**src/rtl/memlcd_rx.sv**
```systemverilog
// memlcd_rx: receiver/decoder for the memory-LCD serial stream (scs/sclk/si).
// Synchronises the three async lines into clk, parses mode/address/data/header
// fields LSB-first and emits pixel bytes, line/frame events and protocol errors.
// Ports:
//   clk, rst_n                  system clock, synchronous active-low reset
//   lcd_scs, lcd_sclk, lcd_si   async serial bus (select, clock, data)
//   px_valid/px_line/px_byte/px_data   one-cycle pixel byte strobe and payload
//   line_done, frame_done       one-cycle line / frame completion pulses
//   vcom                        last M1 value received
//   clear_pulse                 one-cycle pulse on a completed mode with M2=1
//   err_abort/err_range/err_overrun    one-cycle protocol error pulses
module memlcd_rx #(
   parameter int unsigned WIDTH       = 336,
   parameter int unsigned LINES       = 536,
   parameter int unsigned SYNC_STAGES = 2
) (
   input  logic       clk,
   input  logic       rst_n,
   input  logic       lcd_scs,
   input  logic       lcd_sclk,
   input  logic       lcd_si,
   output logic       px_valid,
   output logic [9:0] px_line,
   output logic [5:0] px_byte,
   output logic [7:0] px_data,
   output logic       line_done,
   output logic       frame_done,
   output logic       vcom,
   output logic       clear_pulse,
   output logic       err_abort,
   output logic       err_range,
   output logic       err_overrun
);

   localparam int unsigned ADDR_W = 10;
   localparam int unsigned BYTE_W = 6;
   localparam int unsigned DATA_W = 8;
   localparam int unsigned MODE_N = 6;
   localparam int unsigned HDR_N  = 16;
   localparam int unsigned HIST_W = ADDR_W - 1;
   localparam int unsigned BIT_W  = $clog2(WIDTH + HDR_N);

   typedef enum logic [2:0] {
      S_IDLE,
      S_MODE,
      S_ADDR,
      S_DATA,
      S_HDR,
      S_TRAIL,
      S_SKIP
   } state_t;

   // Synchronisers and edge history; left free-running through reset so a
   // select already high at reset release is not mistaken for a new frame.
   logic [SYNC_STAGES-1:0] scs_sync_q;
   logic [SYNC_STAGES-1:0] sclk_sync_q;
   logic [SYNC_STAGES-1:0] si_sync_q;
   logic                   scs_prev_q;
   logic                   sclk_prev_q;

   always_ff @(posedge clk) begin
      scs_sync_q  <= {scs_sync_q[SYNC_STAGES-2:0], lcd_scs};
      sclk_sync_q <= {sclk_sync_q[SYNC_STAGES-2:0], lcd_sclk};
      si_sync_q   <= {si_sync_q[SYNC_STAGES-2:0], lcd_si};
      scs_prev_q  <= scs_sync_q[SYNC_STAGES-1];
      sclk_prev_q <= sclk_sync_q[SYNC_STAGES-1];
   end

   logic scs_s;
   logic si_s;
   logic scs_rise;
   logic scs_fall;
   logic sclk_rise;

   assign scs_s     = scs_sync_q[SYNC_STAGES-1];
   assign si_s      = si_sync_q[SYNC_STAGES-1];
   assign scs_rise  = scs_s & ~scs_prev_q;
   assign scs_fall  = ~scs_s & scs_prev_q;
   assign sclk_rise = sclk_sync_q[SYNC_STAGES-1] & ~sclk_prev_q;

   // Decoder state and registered outputs
   state_t              state_q,      state_d;
   logic [HIST_W-1:0]   hist_q,       hist_d;
   logic [BIT_W-1:0]    bit_cnt_q,    bit_cnt_d;
   logic [BYTE_W-1:0]   byte_cnt_q,   byte_cnt_d;
   logic                px_valid_q,   px_valid_d;
   logic [ADDR_W-1:0]   px_line_q,    px_line_d;
   logic [BYTE_W-1:0]   px_byte_q,    px_byte_d;
   logic [DATA_W-1:0]   px_data_q,    px_data_d;
   logic                line_done_q,  line_done_d;
   logic                frame_done_q, frame_done_d;
   logic                vcom_q,       vcom_d;
   logic                clear_q,      clear_d;
   logic                abort_q,      abort_d;
   logic                range_q,      range_d;
   logic                overrun_q,    overrun_d;

   // History holds the previous 9 bits, newest at the MSB; combined with the
   // current bit it yields any completed field without a wider shifter.
   logic [ADDR_W-1:0] field_addr;
   logic [DATA_W-1:0] field_byte;
   logic              addr_bad;

   assign field_addr = {si_s, hist_q};
   assign field_byte = {si_s, hist_q[HIST_W-1 -: DATA_W-1]};
   assign addr_bad   = (field_addr > ADDR_W'(LINES));

   // Next-state and output decode
   always_comb begin
      state_d      = state_q;
      hist_d       = hist_q;
      bit_cnt_d    = bit_cnt_q;
      byte_cnt_d   = byte_cnt_q;
      px_valid_d   = 1'b0;
      px_line_d    = px_line_q;
      px_byte_d    = px_byte_q;
      px_data_d    = px_data_q;
      line_done_d  = 1'b0;
      frame_done_d = 1'b0;
      vcom_d       = vcom_q;
      clear_d      = 1'b0;
      abort_d      = 1'b0;
      range_d      = 1'b0;
      overrun_d    = 1'b0;

      if (scs_fall) begin
         // A select fall wins over a coincident sclk rise.
         bit_cnt_d  = '0;
         byte_cnt_d = '0;
         state_d    = S_IDLE;
         case (state_q)
            S_MODE, S_ADDR, S_DATA, S_HDR: abort_d      = 1'b1;
            S_TRAIL:                       frame_done_d = 1'b1;
            default:                       ;
         endcase
      end else if (state_q == S_IDLE) begin
         if (scs_rise) begin
            state_d    = S_MODE;
            bit_cnt_d  = '0;
            byte_cnt_d = '0;
         end
      end else if (sclk_rise && scs_s) begin
         hist_d    = {si_s, hist_q[HIST_W-1:1]};
         bit_cnt_d = bit_cnt_q + BIT_W'(1);
         case (state_q)
            S_MODE: begin
               if (bit_cnt_q == BIT_W'(MODE_N - 1)) begin
                  // M0..M2 sit at history bits 4..6 once the 6th bit arrives
                  vcom_d    = hist_q[5];
                  clear_d   = hist_q[6];
                  bit_cnt_d = '0;
                  state_d   = hist_q[4] ? S_ADDR : S_SKIP;
               end
            end
            S_ADDR: begin
               if (bit_cnt_q == BIT_W'(ADDR_W - 1)) begin
                  bit_cnt_d = '0;
                  if (field_addr == '0 || addr_bad) begin
                     range_d = 1'b1;
                     state_d = S_SKIP;
                  end else begin
                     px_line_d  = field_addr;
                     byte_cnt_d = '0;
                     state_d    = S_DATA;
                  end
               end
            end
            S_DATA: begin
               if (bit_cnt_q[2:0] == 3'd7) begin
                  px_valid_d = 1'b1;
                  px_data_d  = field_byte;
                  px_byte_d  = byte_cnt_q;
                  byte_cnt_d = byte_cnt_q + BYTE_W'(1);
                  if (bit_cnt_q == BIT_W'(WIDTH - 1)) begin
                     line_done_d = 1'b1;
                     byte_cnt_d  = '0;
                     bit_cnt_d   = '0;
                     state_d     = S_HDR;
                  end
               end
            end
            S_HDR: begin
               if (bit_cnt_q == BIT_W'(HDR_N - 1)) begin
                  bit_cnt_d = '0;
                  if (field_addr == '0) begin
                     state_d = S_TRAIL;
                  end else if (addr_bad) begin
                     range_d = 1'b1;
                     state_d = S_SKIP;
                  end else begin
                     px_line_d  = field_addr;
                     byte_cnt_d = '0;
                     state_d    = S_DATA;
                  end
               end
            end
            S_TRAIL: begin
               overrun_d = 1'b1;
               bit_cnt_d = '0;
               state_d   = S_SKIP;
            end
            default: begin
               bit_cnt_d = bit_cnt_q;
            end
         endcase
      end
   end

   // State and output registers
   always_ff @(posedge clk) begin
      if (!rst_n) begin
         state_q      <= S_IDLE;
         hist_q       <= '0;
         bit_cnt_q    <= '0;
         byte_cnt_q   <= '0;
         px_valid_q   <= 1'b0;
         px_line_q    <= '0;
         px_byte_q    <= '0;
         px_data_q    <= '0;
         line_done_q  <= 1'b0;
         frame_done_q <= 1'b0;
         vcom_q       <= 1'b0;
         clear_q      <= 1'b0;
         abort_q      <= 1'b0;
         range_q      <= 1'b0;
         overrun_q    <= 1'b0;
      end else begin
         state_q      <= state_d;
         hist_q       <= hist_d;
         bit_cnt_q    <= bit_cnt_d;
         byte_cnt_q   <= byte_cnt_d;
         px_valid_q   <= px_valid_d;
         px_line_q    <= px_line_d;
         px_byte_q    <= px_byte_d;
         px_data_q    <= px_data_d;
         line_done_q  <= line_done_d;
         frame_done_q <= frame_done_d;
         vcom_q       <= vcom_d;
         clear_q      <= clear_d;
         abort_q      <= abort_d;
         range_q      <= range_d;
         overrun_q    <= overrun_d;
      end
   end

   assign px_valid    = px_valid_q;
   assign px_line     = px_line_q;
   assign px_byte     = px_byte_q;
   assign px_data     = px_data_q;
   assign line_done   = line_done_q;
   assign frame_done  = frame_done_q;
   assign vcom        = vcom_q;
   assign clear_pulse = clear_q;
   assign err_abort   = abort_q;
   assign err_range   = range_q;
   assign err_overrun = overrun_q;

endmodule

```
**config.mk**
```make
export PLATFORM = sky130hd
export DESIGN_NAME = memlcd_rx
export DESIGN_NICKNAME = d
export VERILOG_FILES = /design/src/rtl/memlcd_rx.sv
export SDC_FILE = /design/constraint.sdc
export NUM_CORES = 1
export LEC_CHECK = 0
export ABC_AREA = 1
export BUFFER_PORTS_ARGS = -buffer_cell sky130_fd_sc_hd__buf_2
export CAP_MARGIN = 20
export CORE_MARGIN = 2
export CORE_UTILIZATION = 25
export DETAILED_ROUTE_END_ITERATION = 10
export SYNTH_ARGS = -nofsm -noshare
export SYNTH_HDL_FRONTEND = slang
export SYNTH_SLANG_ARGS = --single-unit
```
**constraint.sdc**
```tcl
create_clock -name clk -period 2 [get_ports clk]
set_clock_uncertainty 0.15 [all_clocks]
set_input_delay 0.4 -clock clk [delete_from_list [all_inputs] [get_ports clk]]
set_output_delay 0.4 -clock clk [all_outputs]
set_load 0.02 [all_outputs]
```
Word-level counts from Yosys, hierarchy flattened
Index checks and enable logic that the tools add are counted.
{ "op_classes": {"add_sub_neg": 2, "muxes": 49, "bitwise": 14, "eq_ne": 24, "n_reduce_logical": 22, "magnitude_cmp": 1} }
{ "ops": {"columns": ["operator", "n"], "rows": [
  ["2-to-1 mux 9 bit", 8],
  ["2-to-1 mux 6 bit", 10],
  ["2-to-1 mux 10 bit", 5],
  ["case mux 9 bit (5 select lines)", 1],
  ["2-to-1 mux 3 bit", 12],
  ["inequality test 3 bit, second input constant", 8],
  ["case mux 10 bit (2 select lines)", 1],
  ["== test 9 x 4 -> 1 bit, second input constant", 2],
  ["case mux 6 bit (3 select lines)", 1],
  ["AND reduction 9 bit", 2],
  ["case mux 3 bit (5 select lines)", 1],
  ["inequality test 2 bit, second input constant", 6],
  ["OR reduction 6 bit", 2],
  ["inverter 1 bit", 11],
  ["> comparator 10 bit, second input constant", 1],
  ["logical NOT 10 bit", 1],
  ["AND reduction 5 bit", 2],
  ["adder 9 x 1 -> 9 bit, second input constant", 1],
  ["== test 3 bit, second input constant", 3],
  ["== test 9 x 3 -> 1 bit, second input constant", 1],
  ["== test 9 bit, second input constant", 1],
  ["2-to-1 mux 1 bit", 9],
  ["AND reduction 8 bit", 1],
  ["OR reduction 4 bit", 2],
  ["other kinds (15)", 20]
]} }
{ "totals": {"input_bits": 5, "out_inout_bits": 32, "ff_bits": 67, "wordCells": 132} }

Longest topological paths before layout
Gate-level depths: netlist of the first run.
{ "logic_depth": {"word_depth": 7, "mapped_depth": 13, "ltp_nobuf": 13} }

Worst setup path before layout of the first run
OpenSTA, ideal clock, no wires.
{ "synth_path": {"path_kind": "register -> register", "from": "register bit_cnt_q[0]", "to": "register px_line_q[4], in the netlist px_line[4]", "required_ps": 1737, "path_buffers": 1, "period_less_slack_ps": 1670, "setup_ps": 113, "path_stages_with_launch": 10, "t_arrival_ps": 1408, "setup_slack_ps": 330, "cell_sequence": "dfxtp_1 > ha_1 > nand3_1 > nor2_1 > nand2_1 > o21ai_0 > nand3_2 > buf_4 > nor2_1 > nor2_1"} }
{ "synth_between": {"elab_chain_cells": 3, "elab_cells_between_ends": 5, "cone_classes": "eq/ne (4); reduce/logical (1)"} }
{ "synth_rtl": {"columns": ["item", "line_no", "text"], "rows": [
  ["from (decl)", "84", "logic [BIT_W-1:0] bit_cnt_q, bit_cnt_d;"],
  ["from (signal assigned)", "230", "bit_cnt_q <= bit_cnt_d;"],
  ["== test 9 x 4 -> 1 bit (on tied branches)", "183, 156", null],
  ["inequality test 2 bit (no source line)", null, null],
  ["AND reduction 9 bit (no source line) *", null, null],
  ["to (signal assigned)", "233", "px_line_q <= px_line_d;"],
  ["to (decl)", "87", "logic [ADDR_W-1:0] px_line_q, px_line_d;"]
]} }
Mark *: on every way between the ends. The rest lies on a longest branch, timed or not.
A chain may end at the register's enable or synchronous reset.

Final worst setup path of the first run
{ "layout_path": {"from": "register state_q[1]", "to": "register bit_cnt_q[6]"} }
{ "layout_between": {"elab_chain_cells": 4, "elab_cells_between_ends": 13, "cone_classes": "eq/ne (6); mux (3); reduce/logical (4)"} }
{ "layout_rtl": {"columns": ["item", "line_no", "text"], "rows": [
  ["from (decl)", "82", "state_t state_q, state_d;"],
  ["from (signal assigned)", "228", "state_q <= state_d;"],
  ["== test 3 bit, or another cell as far along", "145", "case (state_q)"],
  ["case mux 9 bit (5 select lines)", "145", null],
  ["2-to-1 mux 9 bit", "142", "end else if (sclk_rise && scs_s) begin"],
  ["2-to-1 mux 9 bit", "136", "end else if (state_q == S_IDLE) begin"]
]} }
Several ways; a longest one is shown, not always the timed one. The select of a mux whose other input is x is not followed.

==> results.md, run 1 <==
- Max-slew headroom: 75.7%
- Leak: roughly 1.7 nW
- Most common cell after layout, fill and taps aside: nand2_1
- Crit-path cells: nor2_2, nand2_4, inv_4, nand2_1, nand2_2, nand2_1, buf_4, o21ai_0, nand3_1, nor2_1
- Detail Route Antenna Nets: 0
- CTS tree: done
- Placed Area: 3460 sq um
- DP Worst Slack: 96.1 ps
- Worst vdd ir: approximately 0.00038 V
- HPWL after DPL: 5520 um
- Least-Margin Pin Slew: 360 ps
- Initial antenna violation count: 0
- Slowest stage delay, CP: 390 ps
- H-Tree Depth: 3
- Die Ht: 115 um
- Net load switching power: 0.949 mW
- Mapped Avg Cell Area: ~7 sq um
- Total die area: 13,300 sq um
- PwrDens: 912 nW/um^2
- Seq/Total Area, Yosys: 43.5%
- Via Count: 2,820
- Clock root buffer master: clkbuf_16
- Yosys warns: 0
- Synth top area share: between 40 and 50%
- Final RePlAce weighted congestion: slightly above 0.9
- Setup-failing EPs final: 0
- Setup TNS: 0 ps
- Crit path max fanout: 10
- Worst skew pair latency: 330 ps
- Clock sink total: 67
- Initial DRT Pass Iterations: 4
- Drt via density: 4.45
- Min cycle time layout: 1850 ps
- Status: finished, final reports clean
- Final hold slack: 21.0 ps
- CP startpoint kind: flip-flop
- Worst-path clk slew: approximately 60 ps
- Worst path required time: 2120 ps
- Fmax: 540 MHz
- Pins Over Slew Limit: 0
- Final period utilization: about 93%
- Max-cap check violation count: 0
- Ant. Diodes: 0
- Pint: between 2 and 2.5 mW
- Starting Density: 25.7%
- Syn Std Cell Area: 3090 sq um
- Clk buf depth: 2
- Worst Setup End Kind: flip-flop
- IO Port Bufs: 36
- Most common cell on crit path: nand2_1
- First-pass GRT wire length: 12,600 um
- Most frequent cells in the layout: 88 x nand2_1, 80 x nor2_1, 65 x dfxtp_1, 43 x inv_1, 36 x buf_2
- Worst path slowest cell: dfxtp_1
- Net Count, Synth: ~440
- Combinational Power Share: 13.6%
- Sw Share: around 28%
- Layout cells sized above 1: 19.9%
- Post-Syn Instances: 434
- Final hold viol count: 0
- Worst min path class: in -> reg
- Nets: just under 500
- GRT Resource Usage Total: 12.0%
- Top cells by area, synth: dfxtp_1 43%, nand2_1 11%, nor2_1 10%
- Core box area: between 10,000 and 15,000 sq um
- Worst setup margin: between 100 and 150 ps
- Boundary pin count: 37
- Chip width: 115 um
- GRT Residual Overflow: 0
- Area growth syn-to-layout: 22.3%
- Crit path arrival time: 1970 ps
- Starting DRC count in detailed routing: 171
- Clock Power Share: approximately 45%
- Seq cells post-synth: 67
- Pin count of the biggest net entering global routing: 34
- DR WL/cell: 11.6 um
- Vias in the first global route: 2,710
- Sequential power share: 41.1%
- # rows: 40
- WL final: around 7400 um
- Area leader, netlist: dfxtp_1
- Kind of critical path: reg -> reg
- Unique masters post-synth: 33
- Total CTS buffers: 9
- Design area: 3770 sq um
- DRC viols: 0
==> critical path: cells and delay by family (launching register included) <==
family / cells / cell delay, ps
AO/OA/AOI/OAI: 1 / 180
AND/OR/NAND/NOR: 7 / 780
buffers and inverters: 2 / 290
flip-flops: 1 / 390
==> cell families (layout without fill, tap and decap cells) <==
| group | Yosys count | in the layout | share of synthesized area (%) |
|---|---|---|---|
| flip-flops | 67 | 67 | 43.5 |
| AND/OR/NAND/NOR | 238 | 238 | 34.5 |
| adder cells (fa/ha/maj) | 4 | 4 | 1.62 |
| XOR/XNOR | 3 | 3 | 0.851 |
| AO/OA/AOI/OAI | 61 | 61 | 10.9 |
| buffers and inverters | 61 | 114 | 8.72 |
==> per-stage QoR <==
step	utilization (%)	total power, mW	instances
3_5_place_dp	28.8	1.90	617
3_3_place_gp	28.8	1.90	617
4_1_cts	31.3	3.47	633
5_1_grt	31.4	3.62	634
2_1_floorplan	-	1.78	434
6_report	31.4	3.44	634
==> state kept, by name, summed over array words and instances, names as in the netlist <==
signal	flops
scs_prev_q	1
si_sync_q	2
px_valid	1
vcom	1
frame_done	1
bit_cnt_q	9
sclk_sync_q	2
byte_cnt_q	6
scs_sync_q	2
err_abort	1
px_data	8
line_done	1
err_overrun	1
px_byte	6
state_q	3
sclk_prev_q	1
clear_pulse	1
px_line	10
err_range	1
hist_q	9
==> Yosys cell counts (all sizes together) <==
master,count
a21oi,26
o311ai,1
nor4b,1
nand3,36
nand4,5
xnor2,1
nor3,6
o21ai,28
o21bai,1
clkbuf,2
ha,4
or2,1
a211oi,3
nand3b,1
xor2,2
o211ai,1
nor2,89
buf,8
inv,51
o21a,1
nand2,99
dfxtp,67
==> routing by layer <==
metal / GRT usage [%] / routed length, um / vias to the layer above
met5: 0 / 0 / -
met4: 7.71 / 230 / 0
met3: 3.27 / 355 / 24
met2: 18.9 / 3360 / 66
met1: 14.5 / 3440 / 1249
li1: - / - / 1481
==> path summary, 6_finish.rpt <==
check / startpoint / endpoint / slack (ps) / depth (start not counted)
max: state_q[1] / bit_cnt_q[6] / 150 / 10
min: lcd_sclk / sclk_sync_q[0] / 20 / 1
max reg2reg: state_q[1] / bit_cnt_q[6] / 150 / 10
min reg2reg: sclk_sync_q[0] / sclk_sync_q[1] / 180 / 0
==> power groups by stage <==
stage | clock (mW) | combinational (mW) | sequential (mW)
floorplan | 0 | 0.345 | 1.44
global placement | 0 | 0.456 | 1.44
detailed placement | 0 | 0.455 | 1.44
CTS | 1.60 | 0.457 | 1.41
global route | 1.67 | 0.528 | 1.42
finish | 1.56 | 0.468 | 1.41
==> what timing repair did <==
| item | CTS | global route |
|---|---|---|
| hold buffers | 0 | 0 |
| resized for setup | 0 | 6 |
| endpoints found under the setup margin | 0 | 17 |
| endpoints found under the hold margin | 0 | 0 |
| buffers inserted | 0 | 1 |
==> layout make-up <==
class	instances	area, sq um
fill	1279	8240
multi-input combinational	306	1480
sequential	67	1340
timing repair buffer	47	275
clock buffer	10	229
inverter	51	194
tap	147	184
clock inverter	6	65.1
Note: power is estimated with default switching activity, not from simulation.
==> run 2, diff against run 1 <==
CORE_UTILIZATION = 40   (was 25)
PLACE_DENSITY = 0.63   (was unset)
==> run 2 against run 1 <==
  * Combinational power barely moved
  * Largest cell class unchanged
  * Clock power decreased by 28%
  * Final cell count fell by 6.5%
  * Count of clock-buffer cells in the layout down 1
  * Die area is 36% lower
  * Sequential cell count stayed put
==> results.md, run 2 (synthesized netlist as in run 1, its figures left out) <==
- Most common cell on crit path: nand2_1
- Nets: 495 (+0.81%)
- Clock sink total: 67 (unchanged)
- DRC viols: 0 (unchanged)
- Crit path depth: 10 (unchanged)
- Total CTS buffers: 9 (unchanged)
- Ant. Diodes: 0 (unchanged)
- Final RePlAce weighted congestion: 0.904 (-0.60%)
- Crit path arrival time: 1960 ps (about the same)
- Worst skew pair latency: 350 ps (+20 ps)
- First-pass GRT wire length: 11,900 um (-5.5%)
- Setup TNS: 0 ps (unchanged)
- Vias in the first global route: 2,536 (-6.4%)
- Initial antenna violation count: 0 (unchanged)
- Delay-heaviest family, CP: simple AND/OR/NAND/NOR gates
- Starting DRC count in detailed routing: 96 (-44%)
- Final core utilization: 48.2% (+17 points)
- Layout cells sized above 1: 20.2% (+0.25 points)
- Final period utilization: 91.0% (-1.7 points)
- H-Tree Depth: 3 (unchanged)
- Detail Route Antenna Nets: 0 (unchanged)
- Most frequent cells in the layout: 88 x nand2_1, 79 x nor2_1, 65 x dfxtp_1, 43 x inv_1, 36 x buf_2
- Worst path slowest cell: dfxtp_2
- WP buf/inv: 1 (-1)
- Boundary pin count: 37 (unchanged)
- Clock root buffer master: clkbuf_8
- Met2 usage: 29.3% (+10 points)
- Largest register FFs: 10 (unchanged)
- Net load switching power: 0.908 mW (-4.4%)
- Clock Power Share: 37.5% (-7.8 points)
- Kind of critical path: reg -> reg
- Post-CTS Setup Inserts: 0 (unchanged)
- Total die area: 8440 sq um (-36%)
- WL final: 7090 um (-4.0%)
- Crit-path cells: ha_1, nand3_1, nor2_1, nand2_1, o21ai_0, nand3_2, buf_12, nand2_1, nand2_1, nor2_1
- Hold Path Depth: 0 (-1)
- Status: finished, final reports clean
- Worst-path clk slew: 80 ps (+20 ps)
- Placed cells: 574 (-7.0%)
- Sequential power share: 46.9% (+5.8 points)
- CP startpoint kind: flip-flop
- CTS tree: done
- Worst Setup End Kind: flip-flop
- Worst vdd ir: 0.000335 V (-12%)
- Final non-filler cell total: 593 (-6.5%)
- Area growth syn-to-layout: 18.7%
- Combinational Power Share: 15.6% (+2.0 points)
- Core box area: 7610 sq um (-37%)
- Fmax: 549 MHz (+1.8%)
- Starting Density: 40.6% (+15 points)
- Most common cell after layout, fill and taps aside: nand2_1
- Pins Over Slew Limit: 0 (unchanged)
- GRT Resource Usage Total: 17.9% (+5.9 points)
- Met1 Track Usage GR: 22.6% (+8.1 points)
- Max-cap check violation count: 0 (unchanged)
- Leak: 1.71 nW (-0.97%)
- # rows: 32 (-20%)
- Pin count of the biggest net entering global routing: 34 (unchanged)
- Met3 Track Usage GR: 4.68% (+1.4 points)
- Initial DRT Pass Iterations: 4 (unchanged)
- HPWL after DPL: 5300 um (-4.1%)
- Worst min path class: reg -> reg
- Sw Share: 30.1% (+2.6 points)
- Die Ht: 91.8 um (-20%)
- Max-slew headroom: 77.3% (+1.6 points)
- Chip width: 91.8 um (-20%)
- GRT Residual Overflow: 0 (unchanged)
- Worst path required time: 2140 ps (+20 ps)
- Min cycle time layout: 1820 ps (-33.1 ps)
- Clk buf depth: 2 (unchanged)
- Depth of the most critical reg-to-reg path: 10 (unchanged)
- Final hold slack: 180 ps (+159 ps)
- IO Port Bufs: 36 (unchanged)
- Setup-failing EPs final: 0 (unchanged)
- RSZ-0062 raised after global routing: yes
- Final hold viol count: 0 (unchanged)
- Least-Margin Pin Slew: 336 ps (-24.0 ps)
- GRT Max-Usage Layer: met2
- Pint: 2.10 mW (-16%)
- Slowest stage delay, CP: 370 ps (-20 ps)
- DR WL/cell: 12.0 um (+2.7%)
- Crit path max fanout: 20 (+10)
- PwrDens: 822 nW/um^2 (-9.8%)
- Drt via density: 4.76 (+6.9%)
- Via Count: 2,820 (unchanged)
- Fillers: 807 (-37%)
==> run 2: cell types whose count changed in the layout (fill, tap and decap cells not counted), sizes merged <==
| cell | change |
|---|---|
| clkinvlp | -1 |
| inv | +1 |
| clkinv | +1 |
| buf | +1 |
| clkbuf | -1 |
| dlygate4sd3 | +3 |
==> run 2: final timing paths <==
| kind | start | endpoint | slack (ps) |
|---|---|---|---|
| hold / removal | sclk_sync_q[0] | sclk_sync_q[1] | 180 |
| hold reg to reg | sclk_sync_q[0] | sclk_sync_q[1] | 180 |
| setup / recovery | bit_cnt_q[0] | px_line[0] | 180 |
| setup reg to reg | bit_cnt_q[0] | px_line[0] | 180 |
==> run 2: power by group through the flow <==
stage	clock [mW]	combinational [mW]	sequential, mW
floorplan	0	0.345	1.44
global placement	0	0.455	1.44
detailed placement	0	0.458	1.44
CTS	1.15	0.464	1.41
global route	1.21	0.534	1.42
finish	1.13	0.470	1.41
==> run 2: what timing repair did <==
| item | CTS | global route |
|---|---|---|
| setup endpoints to repair | 0 | 19 |
| endpoints found under the hold margin | 3 | 0 |
| resized for setup | 0 | 6 |
| hold buffers | 3 | 0 |
==> run 2: layer usage <==
metal,vias up,wire (um)
met5,-,0
met4,0,137
met3,12,237
met2,45,3440
met1,1276,3280
li1,1487,-
==> run 2: metrics by stage <==
step                total power [mW]  cell area (sq um)  setup WS, ps
floorplan                       1.78               3090           330
global placement                1.90               3420           176
detailed placement              1.90               3420           145
CTS                             3.03               3650           126
global route                    3.17               3660         -7.17
finish                          3.01               3660           180
==> run 2: worst register-to-register path, cell delays in order, from the launching register on <==
cell	delay, ps
dfxtp_2	370
ha_1	190
nand3_1	140
nor2_1	120
nand2_1	90
o21ai_0	190
nand3_2	140
buf_12	170
nand2_1	60
nand2_1	40
nor2_1	90
==> run 2: cell type report <==
cell class                      instances  area (sq um)  share of cell area [%]
Clock inverter                          7          75.1                    2.05
Tap cell                              102           128                    3.48
Clock buffer                            9           124                    3.38
Timing Repair Buffer                   51           313                    8.54
Sequential cell                        67          1340                    36.7
Inverter                               51           196                    5.36
Multi-Input combinational cell        306          1480                    40.5
==> run 3, diff against run 2 <==
CELL_PAD_IN_SITES_DETAIL_PLACEMENT = 1   (was unset)
CELL_PAD_IN_SITES_GLOBAL_PLACEMENT = 1   (was unset)
CTS_CLUSTER_SIZE = 10   (was unset)
PLACE_DENSITY = 0.81   (was 0.63)
==> run 3 against run 2 <==
  * Critical path depth grew 1
  * Sequential share of layout area down 1.0 points
  * Global-route usage rose by 4.0 points
  * Fmax shrank 2.7%
  * Sequential power is essentially flat
  * Wire length rose by 24%
  * Die area unchanged
  * Combinational power increased by 18%
  * Non-clock buffer count up 10
  * Final cell count increased by 1.7%
  * Utilization up 1.5 points
  * Count of clock-buffer cells in the layout is the same
  * Critical endpoint is now byte_cnt_q[1]
  * Highest routed layer unchanged
==> results.md, run 3 (synthesized netlist as in run 1, its figures left out) <==
- Crit-path cells: ha_2, nand3_2, nor2_2, nand2_1, nand2_1, nand2_1, nor2_4, buf_4, nand3b_1, nand2_1, nor2_1
- Worst setup margin: 129 ps (-50.4 ps)
- WP buf/inv: 1 (unchanged)
- Worst-path clk slew: 70 ps (about the same)
- Pin count of the biggest net entering global routing: 34 (unchanged)
- H-Tree Depth: 3 (unchanged)
- Largest register FFs: 10 (unchanged)
- Clock sink total: 67 (unchanged)
- DRC viols: 0 (unchanged)
- Layout cells sized above 1: 22.6% (+2.4 points)
- Crit path arrival time: 1970 ps (about the same)
- Worst path slowest cell: dfxtp_2
- CTS tree: done
- Pint: 2.27 mW (+7.9%)
- Initial antenna violation count: 0 (unchanged)
- Clock Power Share: 39.5% (+2.0 points)
- First-pass GRT wire length: 14,500 um (+22%)
- Final non-filler cell total: 603 (+1.7%)
- GRT Resource Usage Total: 21.9% (+4.0 points)
- Final RePlAce weighted congestion: 0.919 (+1.6%)
- Most frequent cells in the layout: 87 x nand2_1, 79 x nor2_1, 64 x dfxtp_1, 43 x inv_1, 36 x buf_2
- Final period utilization: 93.5% (+2.5 points)
- Slowest stage delay, CP: 370 ps (about the same)
- Worst min path class: reg -> reg
- Total CTS buffers: 9 (unchanged)
- Die Ht: 91.8 um (unchanged)
- Boundary pin count: 37 (unchanged)
- Critical Path Source: bit_cnt_q[0]
- Starting Density: 40.6% (unchanged)
- Pins Over Slew Limit: 0 (unchanged)
- Leak: 1.75 nW (+2.2%)
- GRT Residual Overflow: 0 (unchanged)
- Via Count: 3,010 (+6.7%)
- Worst path required time: 2100 ps (-40 ps)
- Detail Route Antenna Nets: 0 (unchanged)
- Fillers: 1,013 (+26%)
- Drt via density: 4.99 (+5.0%)
- PwrDens: 862 nW/um^2 (+4.8%)
- CP startpoint kind: flip-flop
- Placed cells: 578 (+0.70%)
- # rows: 32 (unchanged)
- Worst Setup End Kind: flip-flop
- Initial DRT Pass Iterations: 4 (unchanged)
- HPWL after DPL: 6470 um (+22%)
- Most common cell on crit path: nand2_1
- Pwr Total: 3.25 mW (+8.0%)
- Max-slew headroom: 77.8% (+0.51 points)
- Net load switching power: 0.981 mW (+8.1%)
- WL final: 8770 um (+24%)
- Hold Crit Start: sclk_sync_q[0]
- Crit Reg-Reg Startpoint: bit_cnt_q[0]
- Chip width: 91.8 um (unchanged)
- Core box area: 7610 sq um (unchanged)
- Min cycle time layout: 1870 ps (+50.4 ps)
- Crit path max fanout: 5 (-75%)
- Nets: 505 (+2.0%)
- Area growth syn-to-layout: 22.3%
- Combinational Power Share: 17.1% (+1.5 points)
- Setup TNS: 0 ps (unchanged)
- Most common cell after layout, fill and taps aside: nand2_1
- Clock root buffer master: clkbuf_8
- Status: finished, final reports clean
- Total die area: 8440 sq um (unchanged)
- Vias in the first global route: 3,068 (+21%)
- Delay-heaviest family, CP: simple AND/OR/NAND/NOR gates
- Max-cap check violation count: 0 (unchanged)
- IO Port Bufs: 36 (unchanged)
- Setup-failing EPs final: 0 (unchanged)
- Clk buf depth: 2 (unchanged)
- Least-Margin Pin Slew: 329 ps (-7.54 ps)
- Final hold viol count: 0 (unchanged)
- DR WL/cell: 14.6 um (+22%)
- DP Worst Slack: 105 ps (-40.1 ps)
- Sw Share: 30.2% (about the same)
- Sequential power share: 43.5% (-3.4 points)
- Kind of critical path: reg -> reg
- Worst vdd ir: 0.000386 V (+15%)
- Ant. Diodes: 0 (unchanged)
- Fmax: 535 MHz (-2.7%)
- Starting DRC count in detailed routing: 72 (-25%)
- Worst skew pair latency: 360 ps (about the same)
[run 3: changes by cell type in the layout (fill, tap and decap cells not counted), sizes merged]
cell,previous run,this run
bufinv,1,2
clkinv,4,1
inv,53,52
buf,48,58
clkinvlp,0,3
[run 3: stage by stage]
stage | hold WS (ps) | utilization (%) | instance area, sq um
5_1_grt | 201 | 49.6 | 3770
3_5_place_dp | 166 | 45.4 | 3450
2_1_floorplan | 160 | - | 3090
6_report | 182 | 49.6 | 3770
4_1_cts | 184 | 48.7 | 3710
3_3_place_gp | 161 | 45.4 | 3450
[run 3: what timing repair did]
item                                   CTS  global route
gates resized for setup                  0            11
buffers inserted                         0             6
hold buffers                             3             0
setup endpoints to repair                0            25
endpoints found under the hold margin    3             0
[run 3: power groups by stage]
| stage | clock, mW | sequential, mW | combinational (mW) |
|---|---|---|---|
| 2_1_floorplan | 0 | 1.44 | 0.345 |
| 3_3_place_gp | 0 | 1.44 | 0.489 |
| 3_5_place_dp | 0 | 1.44 | 0.506 |
| 4_1_cts | 1.30 | 1.41 | 0.517 |
| 5_1_grt | 1.37 | 1.42 | 0.618 |
| 6_report | 1.28 | 1.41 | 0.555 |
[run 3: final timing paths]
check | end | slack [ps] | cells past startpoint
min reg2reg | sclk_sync_q[1] | 180 | 0
max | byte_cnt_q[1] | 130 | 11
max reg2reg | byte_cnt_q[1] | 130 | 11
min | sclk_sync_q[1] | 180 | 0
[run 3: final cells by class]
type | count | area (sq um) | share of cell area [%]
clock inverters | 7 | 100 | 2.65
repair buffers | 61 | 388 | 10.3
well taps | 102 | 128 | 3.38
clock buffers | 9 | 124 | 3.28
multi-input cells | 306 | 1490 | 39.6
flip-flops and latches | 67 | 1350 | 35.6
inverters | 51 | 196 | 5.20
[run 3: layer usage]
layer | vias to the layer above | wire length (um) | GRT usage [%]
met1 | 1438 | 3880 | 25.7
li1 | 1508 | - | -
met2 | 46 | 4410 | 38.8
met5 | - | 0 | 0
met4 | 0 | 212 | 8.83
met3 | 18 | 269 | 4.60
